## config.mk

```make
export PLATFORM = sky130hd
export DESIGN_NAME = fetch_stage
export DESIGN_NICKNAME = d
export VERILOG_FILES = /design/src/rtl/fetch_stage_pkg.sv /design/src/rtl/fetch_stage_instr_split.sv /design/src/rtl/fetch_stage.sv
export SDC_FILE = /design/constraint.sdc
export NUM_CORES = 1
export LEC_CHECK = 0
export BUFFER_PORTS_ARGS = -buffer_cell sky130_fd_sc_hd__buf_2
export CORE_ASPECT_RATIO = 0.7
export CORE_MARGIN = 2
export CORE_UTILIZATION = 47
export CTS_CLUSTER_DIAMETER = 150
export DETAILED_ROUTE_END_ITERATION = 8
export GPL_TIMING_DRIVEN = 0
export PLACE_DENSITY = 0.78
export SYNTH_ARGS = -nofsm -noshare
export SYNTH_HDL_FRONTEND = slang
export SYNTH_SLANG_ARGS = --single-unit
export TNS_END_PERCENT = 1
```

## constraint.sdc

```tcl
create_clock -name CLK -period 2.5 [get_ports CLK]
set_input_delay 0.25 -clock CLK [delete_from_list [all_inputs] [get_ports CLK]]
set_output_delay 0.25 -clock CLK [all_outputs]
set_load 0.01 [all_outputs]
```

## src/rtl/fetch_stage_pkg.sv

```systemverilog
// Shared fetch-stage types and constants.
// Y86 icodes, status codes and the F/D bundle.
package fetch_stage_pkg;

  localparam int DATA_WID = 32;

  localparam logic [3:0] I_HALT   = 4'h0;
  localparam logic [3:0] I_NOP    = 4'h1;
  localparam logic [3:0] I_RRMOVL = 4'h2;
  localparam logic [3:0] I_IRMOVL = 4'h3;
  localparam logic [3:0] I_RMMOVL = 4'h4;
  localparam logic [3:0] I_MRMOVL = 4'h5;
  localparam logic [3:0] I_OPL    = 4'h6;
  localparam logic [3:0] I_JXX    = 4'h7;
  localparam logic [3:0] I_CALL   = 4'h8;
  localparam logic [3:0] I_RET    = 4'h9;
  localparam logic [3:0] I_PUSHL  = 4'hA;
  localparam logic [3:0] I_POPL   = 4'hB;

  localparam logic [3:0] REG_NONE = 4'hF;

  typedef enum logic [3:0] {
    S_BUB = 4'd0,
    S_AOK = 4'd1,
    S_HLT = 4'd2,
    S_ADR = 4'd3,
    S_INS = 4'd4
  } stat_e;

  typedef struct packed {
    stat_e                stat;
    logic [3:0]           icode;
    logic [3:0]           ifun;
    logic [3:0]           ra;
    logic [3:0]           rb;
    logic [DATA_WID-1:0]  valc;
    logic [DATA_WID-1:0]  valp;
  } fd_t;

  localparam fd_t FD_BUBBLE = '{
    stat:  S_BUB,
    icode: I_NOP,
    ifun:  4'h0,
    ra:    REG_NONE,
    rb:    REG_NONE,
    valc:  '0,
    valp:  '0
  };

endpackage

```

## src/rtl/fetch_stage_instr_split.sv

```systemverilog
// Instruction splitter for the fetch stage.
// Breaks the 6-byte window into Y86 fields.
module fetch_stage_instr_split
  import fetch_stage_pkg::*;
(
  input  logic [47:0]         i_bytes,
  input  logic                i_err,
  output logic [3:0]          o_icode,
  output logic [3:0]          o_ifun,
  output logic [3:0]          o_ra,
  output logic [3:0]          o_rb,
  output logic [DATA_WID-1:0] o_valc,
  output logic [2:0]          o_len,
  output logic                o_need_regids,
  output logic                o_need_valc,
  output logic                o_instr_valid
);

  logic w_len2;
  logic w_len5;
  logic w_len6;

  // Opcode byte, replaced by a NOP on a fetch error
  always_comb begin
    o_icode = i_bytes[7:4];
    o_ifun  = i_bytes[3:0];
    if (i_err) begin
      o_icode = I_NOP;
      o_ifun  = 4'h0;
    end
  end

  assign w_len2 = (o_icode == I_RRMOVL)
               || (o_icode == I_OPL)
               || (o_icode == I_PUSHL)
               || (o_icode == I_POPL);

  assign w_len5 = (o_icode == I_JXX)
               || (o_icode == I_CALL);

  assign w_len6 = (o_icode == I_IRMOVL)
               || (o_icode == I_RMMOVL)
               || (o_icode == I_MRMOVL);

  assign o_instr_valid = (o_icode <= I_POPL);

  // Length class decode; invalid codes fall into 1 byte
  always_comb begin
    o_len         = 3'd1;
    o_need_regids = 1'b0;
    o_need_valc   = 1'b0;
    unique case (1'b1)
      w_len2: begin
        o_len         = 3'd2;
        o_need_regids = 1'b1;
      end
      w_len5: begin
        o_len       = 3'd5;
        o_need_valc = 1'b1;
      end
      w_len6: begin
        o_len         = 3'd6;
        o_need_regids = 1'b1;
        o_need_valc   = 1'b1;
      end
      default: o_len = 3'd1;
    endcase
  end

  // Register byte and little-endian constant
  always_comb begin
    o_ra   = REG_NONE;
    o_rb   = REG_NONE;
    o_valc = '0;
    if (o_need_regids) begin
      o_ra   = i_bytes[15:12];
      o_rb   = i_bytes[11:8];
      o_valc = i_bytes[47:16];
    end else if (o_need_valc) begin
      o_valc = i_bytes[39:8];
    end
  end

endmodule

```

## src/rtl/fetch_stage.sv

```systemverilog
// Y86 pipelined instruction fetch stage.
// PC select, predicted-PC and F/D register.
module fetch_stage #(
  parameter logic [31:0] RESET_PC = 32'h0000_0000,
  parameter int          DATA_WID = fetch_stage_pkg::DATA_WID
) (
  input  logic                CLK,
  input  logic                RST_N,
  output logic [DATA_WID-1:0] imem_addr,
  input  logic [47:0]         imem_data,
  input  logic                imem_error,
  input  logic                F_stall,
  input  logic                D_stall,
  input  logic                D_bubble,
  input  logic [3:0]          M_icode,
  input  logic                M_Cnd,
  input  logic [DATA_WID-1:0] M_valA,
  input  logic [3:0]          W_icode,
  input  logic [DATA_WID-1:0] W_valM,
  output logic [3:0]          D_stat,
  output logic [3:0]          D_icode,
  output logic [3:0]          D_ifun,
  output logic [3:0]          D_rA,
  output logic [3:0]          D_rB,
  output logic [DATA_WID-1:0] D_valC,
  output logic [DATA_WID-1:0] D_valP
);

  import fetch_stage_pkg::*;

  logic [DATA_WID-1:0] r_pred;
  fd_t                 r_fd;

  logic                w_mispred;
  logic                w_ret;
  logic [DATA_WID-1:0] w_fpc;
  logic [3:0]          w_icode;
  logic [3:0]          w_ifun;
  logic [3:0]          w_ra;
  logic [3:0]          w_rb;
  logic [DATA_WID-1:0] w_valc;
  logic [2:0]          w_len;
  logic                w_need_regids;
  logic                w_need_valc;
  logic                w_valid;
  logic [DATA_WID-1:0] w_valp;
  logic                w_jc;
  stat_e               w_stat;
  logic [DATA_WID-1:0] w_pred_nxt;
  fd_t                 w_fd;

  assign w_mispred = (M_icode == I_JXX) && !M_Cnd;
  assign w_ret     = (W_icode == I_RET);

  // Fetch PC: mispredict fix beats return beats prediction
  always_comb begin
    w_fpc = r_pred;
    if (w_mispred) begin
      w_fpc = M_valA;
    end else if (w_ret) begin
      w_fpc = W_valM;
    end
  end

  assign imem_addr = w_fpc;

  fetch_stage_instr_split u_instr_split (
    .i_bytes       (imem_data),
    .i_err         (imem_error),
    .o_icode       (w_icode),
    .o_ifun        (w_ifun),
    .o_ra          (w_ra),
    .o_rb          (w_rb),
    .o_valc        (w_valc),
    .o_len         (w_len),
    .o_need_regids (w_need_regids),
    .o_need_valc   (w_need_valc),
    .o_instr_valid (w_valid)
  );

  assign w_valp = w_fpc + DATA_WID'(w_len);
  assign w_jc   = w_need_valc && !w_need_regids;

  // Fetch status in priority order
  always_comb begin
    w_stat = S_AOK;
    if (imem_error) begin
      w_stat = S_ADR;
    end else if (!w_valid) begin
      w_stat = S_INS;
    end else if (w_icode == I_HALT) begin
      w_stat = S_HLT;
    end
  end

  // Next prediction; faulting fetches park on f_pc
  always_comb begin
    w_pred_nxt = w_valp;
    if (w_stat != S_AOK) begin
      w_pred_nxt = w_fpc;
    end else if (w_jc) begin
      w_pred_nxt = w_valc;
    end
  end

  // Assemble the bundle headed for decode
  always_comb begin
    w_fd       = FD_BUBBLE;
    w_fd.stat  = w_stat;
    w_fd.icode = w_icode;
    w_fd.ifun  = w_ifun;
    w_fd.ra    = w_ra;
    w_fd.rb    = w_rb;
    w_fd.valc  = w_valc;
    w_fd.valp  = w_valp;
  end

  // Predicted-PC register, frozen by F_stall
  always_ff @(posedge CLK or negedge RST_N) begin
    if (!RST_N) begin
      r_pred <= RESET_PC;
    end else if (!F_stall) begin
      r_pred <= w_pred_nxt;
    end
  end

  // F/D register: stall holds, bubble clears
  always_ff @(posedge CLK or negedge RST_N) begin
    if (!RST_N) begin
      r_fd <= FD_BUBBLE;
    end else if (!D_stall) begin
      if (D_bubble) begin
        r_fd <= FD_BUBBLE;
      end else begin
        r_fd <= w_fd;
      end
    end
  end

  assign D_stat  = r_fd.stat;
  assign D_icode = r_fd.icode;
  assign D_ifun  = r_fd.ifun;
  assign D_rA    = r_fd.ra;
  assign D_rB    = r_fd.rb;
  assign D_valC  = r_fd.valc;
  assign D_valP  = r_fd.valp;

endmodule

```

==> results.yml <==
status:
  outcome: "finished with violations"
  violated_checks: "setup timing"
placed_design:
  dp_wirelength_um: 22540
  gp_congestion: 0.9806
  place_worst_setup_slack_ns: -1.780
  placed_cell_area_sq_um: 8802
  place.port_buffers: 235
timing:
  rsz0062_at_grt: "yes"
  setup_viol: 52
  final.period_utilization: 1.209
  finalWorstSetupSlack_ns: -0.5222
  max_slew_margin: 0.4233
  worst_slew_pin_slew_ns: 0.8584
  final_period_minus_worst_setup_slack_ns: 3.022
  timing.final.max_slew_violations: 0
  final.setup.tns_ns: -16.53
  final.setup_skew_ns: 0.01368
  fmax_mhz: 330.9
  final_hold_viol_count: 0
setup_path:
  reg2reg_setup_slack_ns: -0.29
  r2r_end: "r_pred[25]"
  critical_path.endpoint_type: "register"
  worstRegToRegCells: 12
  category_of_the_worst_setup_path_launch_point: "input port"
  worst-endpoint-required_ns: 2.80
  timing.critical_path.arrival_ns: 3.33
  cp_max_fo: 5
  worstReg2RegStart: "r_pred[2]"
  worstSetupPathType: "input port to register"
clock_tree:
  insertion_delay_ns: 0.43
  cts_made_buffers: 17
  tritoncts: "built"
  clk_pin_slew_ns: 0.06
  cts_root_buf: "sky130_fd_sc_hd__clkbuf_16"
  cts.htree.levels: 4
  cts_max_path_buffers: 2
  clock_sink_count: 115
synthesis:
  yosys_most_used_dff: "sky130_fd_sc_hd__dfrtp_1"
  synth_top_area_frac: 0.3646
  synth.top_cells.by_area: "sky130_fd_sc_hd__dfrtp_1 (36%), sky130_fd_sc_hd__nand2_1 (7.1%), sky130_fd_sc_hd__o21ai_0 (5.2%), sky130_fd_sc_hd__mux2i_1 (5.0%), sky130_fd_sc_hd__a22oi_1 (4.1%)"
  synthesis.yosys.warnings: 0
  synth_top_cells_by_count: "sky130_fd_sc_hd__nand2_1 (137), sky130_fd_sc_hd__dfrtp_1 (106), sky130_fd_sc_hd__o21ai_0 (76)"
  netlist-cell-type-count: 73
  area_leader_netlist: "sky130_fd_sc_hd__dfrtp_1"
  ys_ff_latch: 115
  cell_area_after_synthesis_sq_um: 7274
  yosys.cell_count.top_type: "sky130_fd_sc_hd__nand2_1"
  synth_enable_flop_cells: 0
  syn-num-nets: 989
  seq_area_frac_synth: 0.3971
  synth_cells: 858
  async_reset_ff_frac: 1.000
  synthesis.area_per_instance_sq_um: 8.478
worst_hold_path:
  min_path_type: "input port to register"
  hold-path-cell-count: 3
  hold-path-endpoint: "D_ifun[3]"
  holdCritStartpoint: "imem_data[3]"
final_layout:
  stdcell_area_sq_um: 10010
  finish.net_count: 1270
  area_growth_syn_to_layout_pct: 37.67
  drive_above_1_share: 0.3455
  final_core_util: 0.6541
global_routing:
  grt_first_pass_wirelength_um: 45510
  number_of_global_route_vias_before_repair: 7742
  grt_start_max_net_pins: 68
  global_router_s_overall_resource_usage: 0.3653
  overflow: 0
  number_of_antenna_violations_at_the_first_check_in_global_routing: 2
floorplan:
  fp-row-count: 38
  die-area_sq_um: 16500
  die_w_um: 152.7
  initial_core_util: 0.4752
  core_area_sq_um: 15310
  num_io_pins: 243
  die_height_um: 108.1
drt:
  wirelength_um: 30930
  drt_pre_antenna_iters: 7
  dr_total_vias: 8567
  drt-vias-per-instance: 6.327
  routed_wire_length_per_instance_um: 22.85
  drtAntennaViolNets: 0
  drc: 0
  detail_route.iter0.violations: 1095
power_and_ir_drop:
  power.density_nw_per_um2: 712.1
  power.combinational.fraction: 0.299
  power.ir.vdd_worst_v: 0.0004281
  lkg_pwr_uw: 0.004526
  p_seq_frac: 0.321
  power_report.internal_total_uw: 4645
  net-switching-power_uw: 2486
  power.switching_fraction: 0.3487
  part_of_the_total_power_dissipated_in_the_clock_network: 0.379
job:
  drv.max_cap_violation_count: 0
area by class of cell:
cell class	instances	area, sq um
Antenna cell	2	5.005
Buffer	69	377.9
Multi-Input combinational cell	653	4320
Clock inverter	14	201.4
Inverter	20	76.32
Tap cell	200	250.2
Timing Repair Buffer	263	1455
Fill cell	1315	5295
Sequential cell	115	2889
Clock buffer	18	439.2
worst max path at each step:
stage | start | endpoint | depth (start not counted)
floorplan | W_icode[1] | r_pred[16] | 16
global placement | M_icode[3] | r_pred[25] | 13
detailed placement | M_icode[3] | r_pred[25] | 13
CTS | W_icode[1] | r_pred[25] | 17
global route | W_icode[0] | r_pred[18] | 17
finish | W_icode[0] | r_pred[16] | 17
critical path, cell delays in order:
cell and delay (ns):
sky130_fd_sc_hd__buf_2 0.09, sky130_fd_sc_hd__and4bb_1 0.20, sky130_fd_sc_hd__buf_6 0.12, sky130_fd_sc_hd__buf_12 0.11
sky130_fd_sc_hd__buf_12 0.11, sky130_fd_sc_hd__buf_16 0.13, sky130_fd_sc_hd__mux2i_1 0.13, sky130_fd_sc_hd__o21ai_2 0.21
sky130_fd_sc_hd__ha_2 0.25, sky130_fd_sc_hd__fa_2 0.22, sky130_fd_sc_hd__a21oi_2 0.07, sky130_fd_sc_hd__a211oi_4 0.29
sky130_fd_sc_hd__buf_6 0.17, sky130_fd_sc_hd__nand2_8 0.06, sky130_fd_sc_hd__or3_4 0.45, sky130_fd_sc_hd__xnor2_4 0.15
sky130_fd_sc_hd__a221o_1 0.30
power groups by stage:
stage	Sequential (uW)	Clock [uW]	Combinational (uW)
finish	2290	2700	2140
global route	2310	2800	2280
CTS	2280	2700	2010
detailed placement	2310	0	1920
global placement	2300	0	1890
floorplan	2320	0	1100
cell usage in the layout, fill, tap and decap left out, types with 13 or more instances in the layout:
master                      netlist  final
sky130_fd_sc_hd__mux2i_1         36     34
sky130_fd_sc_hd__clkbuf_1        45     37
sky130_fd_sc_hd__nor2_1          58     55
sky130_fd_sc_hd__o21ai_0         76     67
sky130_fd_sc_hd__mux2_2          14     14
sky130_fd_sc_hd__inv_1           18     18
sky130_fd_sc_hd__nand3_1         30     27
sky130_fd_sc_hd__nand4_1         15     15
sky130_fd_sc_hd__buf_4            3     24
sky130_fd_sc_hd__a22oi_1         40     40
sky130_fd_sc_hd__o22ai_1         14     14
sky130_fd_sc_hd__dfrtp_1        106    106
sky130_fd_sc_hd__a31oi_1         15     13
sky130_fd_sc_hd__nor3_1          27     25
sky130_fd_sc_hd__buf_2           12    239
sky130_fd_sc_hd__a21oi_1         46     37
sky130_fd_sc_hd__clkbuf_16        0     17
sky130_fd_sc_hd__nand2_1        137    137
kinds of logic after synthesis:
| kind of cell | share of synthesized area |
|---|---|
| xor+xnor | 0.02167 |
| flops | 0.3971 |
| compound gates | 0.2418 |
| mux | 0.07121 |
| buf+inv | 0.05263 |
| fa+ha+maj | 0.007913 |
| other cells | 0.0005155 |
| simple gates | 0.2071 |
flip-flops by register name, summed over array words and instances (netlist names):
name / flops
D_icode: 4
D_ifun: 4
D_rA: 4
D_rB: 4
D_stat: 3
D_valC: 32
D_valP: 32
r_pred: 32
per-stage QoR:
step                instances  hold slack [ns]  total power [uW]
global placement         1293           0.4524              4191
finish                   1354          0.06400              7132
floorplan                 858         -0.04559              3419
detailed placement       1294           0.2302              4225
global route             1352          0.08926              7384
CTS                      1343          0.07363              6983
layer usage:
layer / vias up / wire length [um] / global-route usage
li1: 3719 / - / -
met1: 4067 / 12690 / 0.5283
met2: 702 / 12890 / 0.5202
met3: 79 / 4408 / 0.1134
met4: 0 / 943 / 0.1210
met5: - / 0 / 0
what timing repair did:
action                                 in CTS  in global routing
setup endpoints to repair                 105                 78
cloned                                      0                  0
resized for setup                          53                 32
hold buffers                                1                  0
endpoints found under the hold margin      48                  0
setup buffers                              17                  9
pin swaps                                  25                 11
(Power assumes the default switching activity.)
